### src/rtl/uart_loopback_tester.sv
// uart_loopback_tester
//   Host-side partner of a UART loopback build. Sends NBYTES 8N1 frames out
//   txpin, deserialises the echo on rxpin and compares each echoed byte with
//   the byte sent. Reports pass/fail and a saturating error count.
//   Optional feature macro: UART_TESTER_PRBS_EN
//     defined   -> sent bytes come from an 8-bit Fibonacci LFSR (seed 0x01)
//     undefined -> sent byte is the low 8 bits of the frame index
module uart_loopback_tester #(
  parameter int SYSCLKFRQ    = 12000000,
  parameter int BITCLKFRQ    = 115200,
  parameter int NBYTES       = 256,
  parameter int TIMEOUT_BITS = 20
) (
  input  logic       clk,
  input  logic       rst,
  input  logic       start,
  input  logic       rxpin,
  output logic       txpin,
  output logic       busy,
  output logic       pass,
  output logic       fail,
  output logic [7:0] errcnt,
  output logic [7:0] lastrx
);

  // Rounded divider for a tick at 8x the bit rate.
  localparam int DIV      = (SYSCLKFRQ + 4 * BITCLKFRQ) / (8 * BITCLKFRQ);
  localparam int DIV_W    = (DIV > 1) ? $clog2(DIV) : 1;
  localparam int TO_TICKS = TIMEOUT_BITS * 8;
  localparam int TO_W     = $clog2(TO_TICKS + 1);

  localparam logic [DIV_W-1:0] DIV_LAST = DIV_W'(DIV - 1);
  localparam logic [TO_W-1:0]  TO_LAST  = TO_W'(TO_TICKS - 1);
  localparam logic [15:0]      LAST_IDX = 16'(NBYTES - 1);

  typedef enum logic [1:0] {
    S_IDLE = 2'd0,
    S_SEND = 2'd1,
    S_WAIT = 2'd2,
    S_DONE = 2'd3
  } state_t;

  // Error counter increment that sticks at all-ones.
  function automatic logic [7:0] sat_inc(input logic [7:0] v);
    return (v == 8'hFF) ? v : (v + 8'd1);
  endfunction

  state_t           state_r;
  state_t           state_n;
  logic [DIV_W-1:0] div_cnt_r;
  logic             tick_s;
  logic [15:0]      idx_r;
  logic [6:0]       tx_cnt_r;
  logic [TO_W-1:0]  wait_cnt_r;
  logic [7:0]       tx_data_s;
  logic [9:0]       tx_frame_s;
  logic             armed_s;

  logic             rx_prev_r;
  logic             rx_busy_r;
  logic [2:0]       rx_tcnt_r;
  logic [3:0]       rx_bcnt_r;
  logic [7:0]       rx_shift_r;
  logic             rx_sample_s;
  logic             rx_cmpl_s;

  logic             got_r;
  logic [7:0]       got_byte_r;
  logic             got_ferr_r;
  logic             got_s;
  logic [7:0]       got_byte_s;
  logic             got_ferr_s;

  logic             accept_s;
  logic             check_s;
  logic             err_s;
  logic             last_s;
  logic [7:0]       errcnt_nx_s;

  logic             txpin_r;
  logic             busy_r;
  logic             pass_r;
  logic             fail_r;
  logic [7:0]       errcnt_r;
  logic [7:0]       lastrx_r;

  assign tick_s     = (div_cnt_r == DIV_LAST);
  assign tx_frame_s = {1'b1, tx_data_s, 1'b0};
  assign armed_s    = (state_r == S_SEND) || (state_r == S_WAIT);

`ifdef UART_TESTER_PRBS_EN
  logic [7:0] lfsr_r;

  // Fibonacci LFSR step: shift left, feedback b7^b5^b4^b3 into b0.
  function automatic logic [7:0] lfsr_step(input logic [7:0] v);
    return {v[6:0], v[7] ^ v[5] ^ v[4] ^ v[3]};
  endfunction

  // Pattern source: reseeded per run, advanced once per checked frame.
  always_ff @(posedge clk) begin
    if (rst) begin
      lfsr_r <= 8'h01;
    end else if (accept_s) begin
      lfsr_r <= 8'h01;
    end else if (check_s) begin
      lfsr_r <= lfsr_step(lfsr_r);
    end
  end

  assign tx_data_s = lfsr_r;
`else
  assign tx_data_s = idx_r[7:0];
`endif

  // Free-running divider producing the 8x oversampling tick.
  always_ff @(posedge clk) begin
    if (rst) begin
      div_cnt_r <= '0;
    end else if (div_cnt_r == DIV_LAST) begin
      div_cnt_r <= '0;
    end else begin
      div_cnt_r <= div_cnt_r + DIV_W'(1);
    end
  end

  // Start bit is sampled 4 ticks after the edge, later bits every 8 ticks.
  assign rx_sample_s = rx_busy_r && tick_s &&
                       ((rx_bcnt_r == 4'd0) ? (rx_tcnt_r == 3'd3) : (rx_tcnt_r == 3'd7));
  assign rx_cmpl_s   = rx_sample_s && (rx_bcnt_r == 4'd9);

  // Receiver: edge detect, mid-bit sampling, glitch rejection on the start bit.
  always_ff @(posedge clk) begin
    if (rst) begin
      rx_prev_r  <= 1'b1;
      rx_busy_r  <= 1'b0;
      rx_tcnt_r  <= 3'd0;
      rx_bcnt_r  <= 4'd0;
      rx_shift_r <= 8'h00;
    end else begin
      rx_prev_r <= rxpin;
      if (!rx_busy_r) begin
        if (rx_prev_r && !rxpin) begin
          rx_busy_r <= 1'b1;
          rx_tcnt_r <= 3'd0;
          rx_bcnt_r <= 4'd0;
        end
      end else if (rx_sample_s) begin
        rx_tcnt_r <= 3'd0;
        if (rx_bcnt_r == 4'd0) begin
          if (rxpin) begin
            rx_busy_r <= 1'b0;
          end else begin
            rx_bcnt_r <= 4'd1;
          end
        end else if (rx_bcnt_r == 4'd9) begin
          rx_busy_r <= 1'b0;
        end else begin
          rx_shift_r <= {rxpin, rx_shift_r[7:1]};
          rx_bcnt_r  <= rx_bcnt_r + 4'd1;
        end
      end else if (tick_s) begin
        rx_tcnt_r <= rx_tcnt_r + 3'd1;
      end
    end
  end

  // The loopback echo usually completes while still sending, so hold it for WAIT.
  assign got_s      = got_r || (rx_cmpl_s && armed_s);
  assign got_byte_s = got_r ? got_byte_r : rx_shift_r;
  assign got_ferr_s = got_r ? got_ferr_r : ~rxpin;

  // Capture the first echo of the current frame; later ones are dropped.
  always_ff @(posedge clk) begin
    if (rst) begin
      got_r      <= 1'b0;
      got_byte_r <= 8'h00;
      got_ferr_r <= 1'b0;
    end else if (accept_s || check_s) begin
      got_r <= 1'b0;
    end else if (rx_cmpl_s && armed_s && !got_r) begin
      got_r      <= 1'b1;
      got_byte_r <= rx_shift_r;
      got_ferr_r <= ~rxpin;
    end
  end

  // FSM state register.
  always_ff @(posedge clk) begin
    if (rst) begin
      state_r <= S_IDLE;
    end else begin
      state_r <= state_n;
    end
  end

  // FSM next state and per-frame check; a completed frame beats a coincident timeout.
  always_comb begin
    state_n  = state_r;
    accept_s = 1'b0;
    check_s  = 1'b0;
    err_s    = 1'b0;
    last_s   = (idx_r == LAST_IDX);
    case (state_r)
      S_IDLE, S_DONE: begin
        if (start) begin
          state_n  = S_SEND;
          accept_s = 1'b1;
        end else begin
          state_n = state_r;
        end
      end
      S_SEND: begin
        if (tick_s && (tx_cnt_r == 7'd79)) begin
          state_n = S_WAIT;
        end else begin
          state_n = state_r;
        end
      end
      S_WAIT: begin
        if (got_s) begin
          check_s = 1'b1;
          err_s   = (got_byte_s != tx_data_s) || got_ferr_s;
        end else if (tick_s && (wait_cnt_r == TO_LAST)) begin
          check_s = 1'b1;
          err_s   = 1'b1;
        end else begin
          check_s = 1'b0;
          err_s   = 1'b0;
        end
        if (check_s) begin
          state_n = last_s ? S_DONE : S_SEND;
        end else begin
          state_n = state_r;
        end
      end
      default: begin
        state_n = S_IDLE;
      end
    endcase
  end

  assign errcnt_nx_s = err_s ? sat_inc(errcnt_r) : errcnt_r;

  // Frame index, error count and final verdict.
  always_ff @(posedge clk) begin
    if (rst) begin
      idx_r    <= 16'd0;
      errcnt_r <= 8'h00;
      pass_r   <= 1'b0;
      fail_r   <= 1'b0;
      busy_r   <= 1'b0;
    end else begin
      busy_r <= (state_n == S_SEND) || (state_n == S_WAIT);
      if (accept_s) begin
        idx_r    <= 16'd0;
        errcnt_r <= 8'h00;
        pass_r   <= 1'b0;
        fail_r   <= 1'b0;
      end else if (check_s) begin
        errcnt_r <= errcnt_nx_s;
        if (last_s) begin
          pass_r <= (errcnt_nx_s == 8'h00);
          fail_r <= (errcnt_nx_s != 8'h00);
        end else begin
          idx_r <= idx_r + 16'd1;
        end
      end
    end
  end

  // Transmit serializer: txpin changes on ticks, one frame bit per 8 ticks.
  always_ff @(posedge clk) begin
    if (rst) begin
      tx_cnt_r <= 7'd0;
      txpin_r  <= 1'b1;
    end else if (state_r == S_SEND) begin
      if (tick_s) begin
        txpin_r  <= tx_frame_s[tx_cnt_r[6:3]];
        tx_cnt_r <= tx_cnt_r + 7'd1;
      end
    end else begin
      tx_cnt_r <= 7'd0;
      txpin_r  <= 1'b1;
    end
  end

  // Echo timeout counter, restarted on every WAIT entry.
  always_ff @(posedge clk) begin
    if (rst) begin
      wait_cnt_r <= '0;
    end else if (state_r != S_WAIT) begin
      wait_cnt_r <= '0;
    end else if (tick_s) begin
      wait_cnt_r <= wait_cnt_r + TO_W'(1);
    end
  end

  // Last echoed byte, including frames with a bad stop bit.
  always_ff @(posedge clk) begin
    if (rst) begin
      lastrx_r <= 8'h00;
    end else if (rx_cmpl_s && armed_s) begin
      lastrx_r <= rx_shift_r;
    end
  end

  assign txpin  = txpin_r;
  assign busy   = busy_r;
  assign pass   = pass_r;
  assign fail   = fail_r;
  assign errcnt = errcnt_r;
  assign lastrx = lastrx_r;

endmodule

### config.mk
export PLATFORM = sky130hd
export DESIGN_NAME = uart_loopback_tester
export DESIGN_NICKNAME = d
export VERILOG_FILES = /design/src/rtl/uart_loopback_tester.sv
export SDC_FILE = /design/constraint.sdc
export NUM_CORES = 1
export LEC_CHECK = 0
export CORE_MARGIN = 10
export CORE_UTILIZATION = 45
export DETAILED_ROUTE_END_ITERATION = 8
export GPL_TIMING_DRIVEN = 0
export PLACE_DENSITY = 0.62
export SYNTH_ARGS = -nofsm -noshare
export SYNTH_HDL_FRONTEND = slang
export SYNTH_SLANG_ARGS = --single-unit
### constraint.sdc
create_clock -name clk -period 4.3 [get_ports clk]
set_input_delay 0.43 -clock clk [delete_from_list [all_inputs] [get_ports clk]]
set_output_delay 0.43 -clock clk [all_outputs]
set_load 0.05 [all_outputs]
Word-level counts from Yosys, hierarchy flattened. Cells that the tools add are included.

Add/subtract/negate cells: 7. $lt $le $gt $ge: 1. Equality and inequality tests: 19. Muxes and demuxes: 36. Bitwise logic cells: 6. Reductions and logical operators: 32.

Operators with widths (count): $mux W4 (6); $mux W8 (3); $mux W1 (17); $add A16 B1 Y16 const B (1); $add A8 B1 Y8 const B (2); $eq A16 B8 Y1 const B (1); $eq A8 B8 Y1 const B (2); $mux W3 (4); $reduce_or A2 Y1 (6); $add A4 B1 Y4 const B (2); $eq A4 B4 Y1 const B (2); $logic_and A1 B1 Y1 (8); $logic_not A8 Y1 (1); $mux W2 (4); $ne A8 B8 Y1 (1); $reduce_and A2 Y1 (4); $reduce_and A4 Y1 (2); $reduce_bool A8 Y1 (1); $add A7 B1 Y7 const B (1); $eq A7 B7 Y1 const B (1); $eq A2 B2 Y1 const B (3); $ne A3 B3 Y1 const B (2); $not A1 Y1 (6); $pmux W2 S3 (1); other kinds (14) (20).

Register bits: 84. Input port bits: 4. Output and inout bits: 20.

Longest topological paths before layout. Gate-level depths: netlist of run 1.

Depth in word-level cells: 12. Mapped depth: 11. Gate-level depth less buffers: 9.

Worst setup path after synthesis of run 1. No wires, ideal clock.

Path type: register -> register. From: register state_r[0]. To: register fail_r, in the netlist fail. Library setup time: 131 ps. Arrival: 2704 ps. Slack: 1464 ps. Stages on the path, launching flop included: 12. Buffers on the path: 2. Clock period less this slack: 2836 ps. Path through: dfxtp_1 > inv_1 > ha_1 > nand2b_1 > nor4_4 > buf_6 > nor2_2 > or4_4 > buf_6 > a311o_1 > a222oi_1 > nor3_1.

Word-level cells in the longest chain between the ends: 8.

RTL lines: start: declaration (line 48) `state_t state_r;`; start signal: assignment (line 192) `state_r <= state_n;`; $eq A2 B1 Y1 / $eq A2 B2 Y1 (equally long branches) (line 89, 203); $logic_or A1 B1 Y1 (line 89) `assign armed_s = (state_r == S_SEND) || (state_r == S_WAIT);`; $logic_and A1 B1 Y1 (line 168) `assign got_s = got_r || (rx_cmpl_s && armed_s);`; $logic_or A1 B1 Y1 (line 168); $mux W1 (line 220) `if (got_s) begin`; $mux W1 (line 203) `case (state_r)`; $mux W8 / $mux W1 (equally long branches) (line 242, 203); $reduce_bool A8 Y1 / $reduce_and A2 Y1 (equally long branches); end signal: assignment (line 263) `fail_r <= (errcnt_nx_s != 8'h00);`; end: declaration (line 83) `logic fail_r;`.

Parallel ways exist; a longest one is shown, timed or not. The select of a mux whose other input is x is not followed. A chain may end at the register's enable or synchronous reset.

Final worst setup path of run 1. Ends and elaborated chain as after synthesis.

==> results.sh, run 1 <==
export IMPL_syn2layout_area_growth_pct=13.4
export IMPL_startpoint="state_r[0]"
export IMPL_finalCritPeriodShare=0.777
export IMPL_num_rows=34
export IMPL_drt_initial_drc_count=129
export IMPL_ys_warn_count=0
export IMPL_drv_slew=0
export IMPL_worstReg2RegStart="state_r[0]"
export IMPL_viasPerCell=5.47
export IMPL_min_path_type="flop to flop"
export IMPL_first_global_vias=3250
export IMPL_final_common_cell="dfxtp_1"
export IMPL_synth_seq_cells=84
export IMPL_setup_viol=0
export IMPL_path_class="flop to flop"
export IMPL_rsz0062_at_grt="false"
export IMPL_startpoint_type="flop"
export IMPL_crit_arrival_ns=3.57
export IMPL_numCtsBuffers=9
export IMPL_grt_pass1_wl_um=15200
export IMPL_die_w_um=116
export IMPL_fin_skew_ns=0.00696
export IMPL_start_util=0.467
export IMPL_post_cts_resized=0
export IMPL_dr_pass1_iters=5
export IMPL_num_vias=3445
export IMPL_wirelength_um=8890
export IMPL_netlist_top_cell_by_area="dfxtp_1"
export IMPL_worst_slew_pin_slew_ns=0.825
export IMPL_ys_types=53
export IMPL_ant_nets=0
export IMPL_ctsRootBufferMaster="clkbuf_8"
export IMPL_hold_violations=0
export IMPL_syn_nets=500
export IMPL_antenna_found_initial=0
export IMPL_clkTransAtPathRegs_ns=0.08
export IMPL_async_reset_ff_frac=0
export IMPL_drv_cap=0
export IMPL_route_detailed_drc=0
export IMPL_syn_cell_area_um2=4140
export IMPL_grt_total_usage=0.138
export IMPL_cp_required_ns=4.53
export IMPL_numPortBuffers=22
export IMPL_hold_start="got_byte_r[0]"
export IMPL_p_leak_uw=0.00163
export IMPL_die_h_um=116
export IMPL_p_per_area_nw_per_um2=299
export IMPL_io_pins=24
export IMPL_ir_drop_uv=141
export IMPL_cts_hold_buf=0
export IMPL_grt_max_degree=15
export IMPL_diodes=0
export IMPL_overflow=0
export IMPL_wl_per_cell_um=14.1
export IMPL_clockBufferDepth=2
export IMPL_clkLatencyLatePin_ns=0.35
export IMPL_synthFlopType="dfxtp_1"
export IMPL_synth_edf_count=0
export IMPL_timing_fmax_mhz=299
export IMPL_gp_congestion=0.849
export IMPL_cts_setup_buffers=0
export IMPL_placed_cell_area_um2=4490
export IMPL_design_area_um2=4690
export IMPL_ys_top_cells_by_area="dfxtp_1, nor2_1, mux2i_1, xor2_1, nand2_1"
export IMPL_dieArea_um2=13400
export IMPL_cts_sinks=84
export IMPL_worstPathMaxFanout=10
export IMPL_synth_top_area_frac=0.407
export IMPL_layout_drive_gt1_share=0.0594
export IMPL_nNetsFinal=533
export IMPL_outcome="finished clean"
export IMPL_hpwl_um=6460
export IMPL_cts_tree="done"
export IMPL_core_um2=8850
export IMPL_syn_inst=484
export IMPL_worst_slew_margin_rel=0.443
export IMPL_syn_avg_cell_area_um2=8.54
export IMPL_crit_path_end_kind="flop"
export IMPL_ys_seq_area_frac=0.407
export IMPL_tns_ns=0
export IMPL_finalCriticalPeriod_ns=3.34
export IMPL_final_cell_mix="dfxtp_1, nor2_1, nand2_1, nand3_1, a21oi_1"
export IMPL_htreeDepth=3
==> synth_stat cells (2+ instances only) <==
master,number
dfxtp_1,84
nor2_1,69
nand2_1,44
nand3_1,31
a21oi_1,28
xor2_1,26
mux2i_1,24
clkbuf_1,20
o21ai_0,15
xnor2_1,14
ha_1,12
nand4_1,12
inv_1,10
and3_1,8
nor3_1,7
nand2b_1,6
or3_1,6
or4_1,6
and2_1,5
nand3b_1,5
and4_1,4
o21a_1,4
buf_6,3
nor3b_1,3
o211ai_1,3
or2_2,3
buf_1,2
nor2b_1,2
nor4_1,2
o311a_1,2
o31ai_1,2
==> state kept, by name (all words and copies together), names as in the netlist, 2 cells and up <==
register    count
div_cnt_r       4
errcnt          8
got_byte_r      8
idx_r          16
lastrx          8
rx_bcnt_r       4
rx_shift_r      8
rx_tcnt_r       3
state_r         2
tx_cnt_r        7
wait_cnt_r      8
==> cell type report <==
class	instances	area [um^2]
tap	108	135
multi-input combinational	364	2290
timing repair buffer	22	220
clock inverter	4	32.5
inverter	10	37.5
fill	851	4160
clock buffer	12	165
buffer	26	124
sequential	84	1680
==> through the flow <==
stage | worst slack [ns] | std cells | hold WS, ns | utilization | power (uW)
global route | 0.673 | 630 | 0.484 | 0.530 | 1460
finish | 0.960 | 630 | 0.457 | 0.530 | 1400
global placement | 1.03 | 614 | 0.441 | 0.507 | 874
floorplan | 1.46 | 484 | 0.436 | - | 854
detailed placement | 1.07 | 614 | 0.448 | 0.507 | 875
CTS | 1.02 | 630 | 0.460 | 0.530 | 1420
==> power breakdown <==
part	leakage [uW]	internal, uW	switching (uW)
Clock	0.0000948	259	286
Sequential	0.000678	784	4.99
Combinational	0.000861	23.1	44.3
Total	0.00163	1070	335
==> layer usage <==
| metal | up-vias | wire, um | GRT usage |
|---|---|---|---|
| met5 | - | 0 | 0 |
| met4 | 0 | 119 | 0.0492 |
| met3 | 8 | 425 | 0.0388 |
| met2 | 53 | 4100 | 0.222 |
| met1 | 1625 | 4240 | 0.172 |
| li1 | 1759 | - | - |
==> worst paths after layout <==
| path | endpoint | slack (ns) | cells after the start |
|---|---|---|---|
| max | fail | 0.96 | 10 |
| min | got_byte_r[0] | 0.46 | 2 |
| max reg2reg | fail | 0.96 | 10 |
| min reg2reg | got_byte_r[0] | 0.46 | 2 |
==> logic make-up (layout without fill, tap and decap cells) <==
| family | Yosys count | count (layout) | share of synthesized area |
|---|---|---|---|
| and+or+nand+nor | 219 | 219 | 0.267 |
| DFF | 84 | 84 | 0.407 |
| AOI/OAI and AO/OA | 67 | 67 | 0.100 |
| xor gates and xnor gates | 40 | 40 | 0.0847 |
| buffers and inverters | 36 | 74 | 0.0390 |
| muxes | 26 | 26 | 0.0663 |
| adders and majority gates | 12 | 12 | 0.0363 |
==> critical path: stages, from the launching register on <==
cell and delay [ns]:
dfxtp_1 0.35, inv_1 0.05, ha_1 0.38, nand2b_1 0.23
o41ai_1 0.69, nor2_1 0.19, nor2b_1 0.25, clkbuf_1 0.37
nand4_1 0.14, a222oi_1 0.47, nor3_1 0.09
No activity file was read; power rests on OpenSTA's default activity.
==> inputs of run 2 (changes only) <==
==> constraint.sdc (replaced) <==
create_clock -name clk -period 3.12 [get_ports clk]
set_input_delay 0.312 -clock clk [delete_from_list [all_inputs] [get_ports clk]]
set_output_delay 0.312 -clock clk [all_outputs]
set_load 0.05 [all_outputs]
==> run 2 against run 1 <==
  * Clock power up 38%
  * Total power up 38%
  * Worst setup slack lost 0.83 ns
  * Cell area rose by 0.53%
  * Flip-flop and latch count unchanged
  * Clock skew grew 0.0013 ns
  * Combinational power up 39%
  * First-iteration DRC count grew 5.4%
  * Clock-buffer cell count unchanged
  * Global-route usage hardly changed
  * Via count barely moved
  * Highest routed layer unchanged
==> results.sh, run 2 (synthesis gave the netlist of run 1 again) <==
export IMPL_outcome="finished clean"
export IMPL_die_w_um=116
export IMPL_numCtsBuffers=9
export IMPL_final_setup_worst_slack_ns=0.132
export IMPL_finalCritPeriodShare=0.958
export IMPL_route_detailed_drc=0
export IMPL_fin_skew_ns=0.00826
export IMPL_crit_path_end_kind="flop"
export IMPL_syn2layout_area_growth_pct=14.0
export IMPL_wl_per_cell_um=14.1
export IMPL_finalCriticalPeriod_ns=2.99
export IMPL_num_vias=3447
export IMPL_viasPerCell=5.46
export IMPL_final_cell_mix="dfxtp_1, nor2_1, nand2_1, nand3_1, a21oi_1"
export IMPL_first_global_vias=3253
export IMPL_hpwl_um=6460
export IMPL_dr_pass1_iters=4
export IMPL_path_common_cell="buf_6"
export IMPL_design_area_um2=4710
export IMPL_worstPathMaxFanout=10
export IMPL_cts_hold_buf=0
export IMPL_core_um2=8850
export IMPL_die_h_um=116
export IMPL_top_register="idx_r"
export IMPL_grt_max_degree=15
export IMPL_final_util=0.533
export IMPL_hold_violations=0
export IMPL_final_common_cell="dfxtp_1"
export IMPL_ant_nets=0
export IMPL_ir_drop_uv=207
export IMPL_critical_path_max_stage_delay_ns=0.53
export IMPL_cp_required_ns=3.36
export IMPL_dpl_worst_slack_ns=-0.111
export IMPL_nNetsFinal=534
export IMPL_placed_cell_area_um2=4490
export IMPL_worst_slew_pin_slew_ns=0.669
export IMPL_drv_slew=0
export IMPL_grt_pass1_wl_um=15200
export IMPL_min_path_type="flop to flop"
export IMPL_path_class="flop to flop"
export IMPL_antenna_found_initial=0
export IMPL_wirelength_um=8920
export IMPL_worst_slew_margin_rel=0.554
export IMPL_dieArea_um2=13400
export IMPL_whs_ns=0.457
export IMPL_cp_slowest_cell="or4_4"
export IMPL_clkLatencyLatePin_ns=0.35
export IMPL_p_per_area_nw_per_um2=410
export IMPL_clockBufferDepth=2
export IMPL_cts_sinks=84
export IMPL_io_pins=24
export IMPL_grt_total_usage=0.138
export IMPL_cts_tree="done"
export IMPL_gp_congestion=0.849
export IMPL_ctsRootBufferMaster="clkbuf_8"
export IMPL_p_leak_uw=0.00165
export IMPL_start_util=0.467
export IMPL_ff2ff_setup_slack_ns=0.13
export IMPL_crit_chain="inv_1, ha_2, nand2b_1, nor4_4, buf_6, nor2_2, or4_4, buf_6, a311o_1, a222oi_1, buf_4, nor3_1"
export IMPL_startpoint_type="flop"
export IMPL_diodes=0
export IMPL_drv_cap=0
export IMPL_layout_drive_gt1_share=0.0707
export IMPL_timing_fmax_mhz=335
export IMPL_setup_viol=0
export IMPL_clkTransAtPathRegs_ns=0.08
export IMPL_overflow=0
export IMPL_crit_arrival_ns=3.23
export IMPL_tns_ns=0
export IMPL_numPortBuffers=22
export IMPL_drt_initial_drc_count=136
export IMPL_htreeDepth=3
export IMPL_num_rows=34
export IMPL_largest_register_ffs=16
[run 2: cell types whose count changed in the layout (fill, tap and decap cells not counted), moves of 2 or more]
cell and delta:
ha_2 +2, ha_1 -2, buf_4 +2, clkbuf_1 -2
[run 2: path summary, 6_finish.rpt]
check,from,end,cells after the start
hold / removal,got_byte_r[0],got_byte_r[0],2
hold reg to reg,got_byte_r[0],got_byte_r[0],2
setup reg to reg,state_r[0],fail,12
setup / recovery,state_r[0],fail,12
[run 2: area by class of cell]
class | instances | area [um^2]
plain buffers | 25 | 121
clock buffers | 12 | 165
clock inverters | 4 | 32.5
fillers | 847 | 4140
inverters | 10 | 37.5
multi-input cells | 364 | 2300
flip-flops and latches | 84 | 1680
well taps | 108 | 135
repair buffers | 24 | 235
[run 2: what timing repair did]
| item | 4_1_cts | 5_1_grt |
|---|---|---|
| pin swaps | 1 | 1 |
| resized for setup | 1 | 4 |
| endpoints found under the hold margin | 0 | 0 |
| buffers inserted | 0 | 2 |
| setup endpoints to repair | 4 | 4 |
[run 2: per-layer routing]
| layer | track usage | up-vias | wire length [um] |
|---|---|---|---|
| met2 | 0.222 | 56 | 4100 |
| met4 | 0.0492 | 0 | 129 |
| met3 | 0.0388 | 10 | 365 |
| met5 | 0 | - | 0 |
| li1 | - | 1763 | - |
| met1 | 0.172 | 1618 | 4320 |
[run 2: report_power, final]
group / total, uW / internal, uW / switching, uW / leakage (uW)
logic: 93.7 / 32.6 / 61.2 / 0.000877
registers: 1090 / 1080 / 6.85 / 0.000678
clock network: 750 / 357 / 393 / 0.0000948
[run 2: critical path: cells and delay by family, from the launching register on]
family / cells / cell delay [ns]
AND/OR/NAND/NOR: 5 / 0.97
flip-flops: 1 / 0.35
buffers and inverters: 4 / 0.52
AO/OA/AOI/OAI: 2 / 0.70
adder cells (fa/ha/maj): 1 / 0.32
[run 2: stage by stage]
stage                     power, uW  cells
after floorplan                1180    484
after global placement         1200    614
after detailed placement       1210    614
after CTS                      1960    630
after global routing           2020    631
final                          1930    631
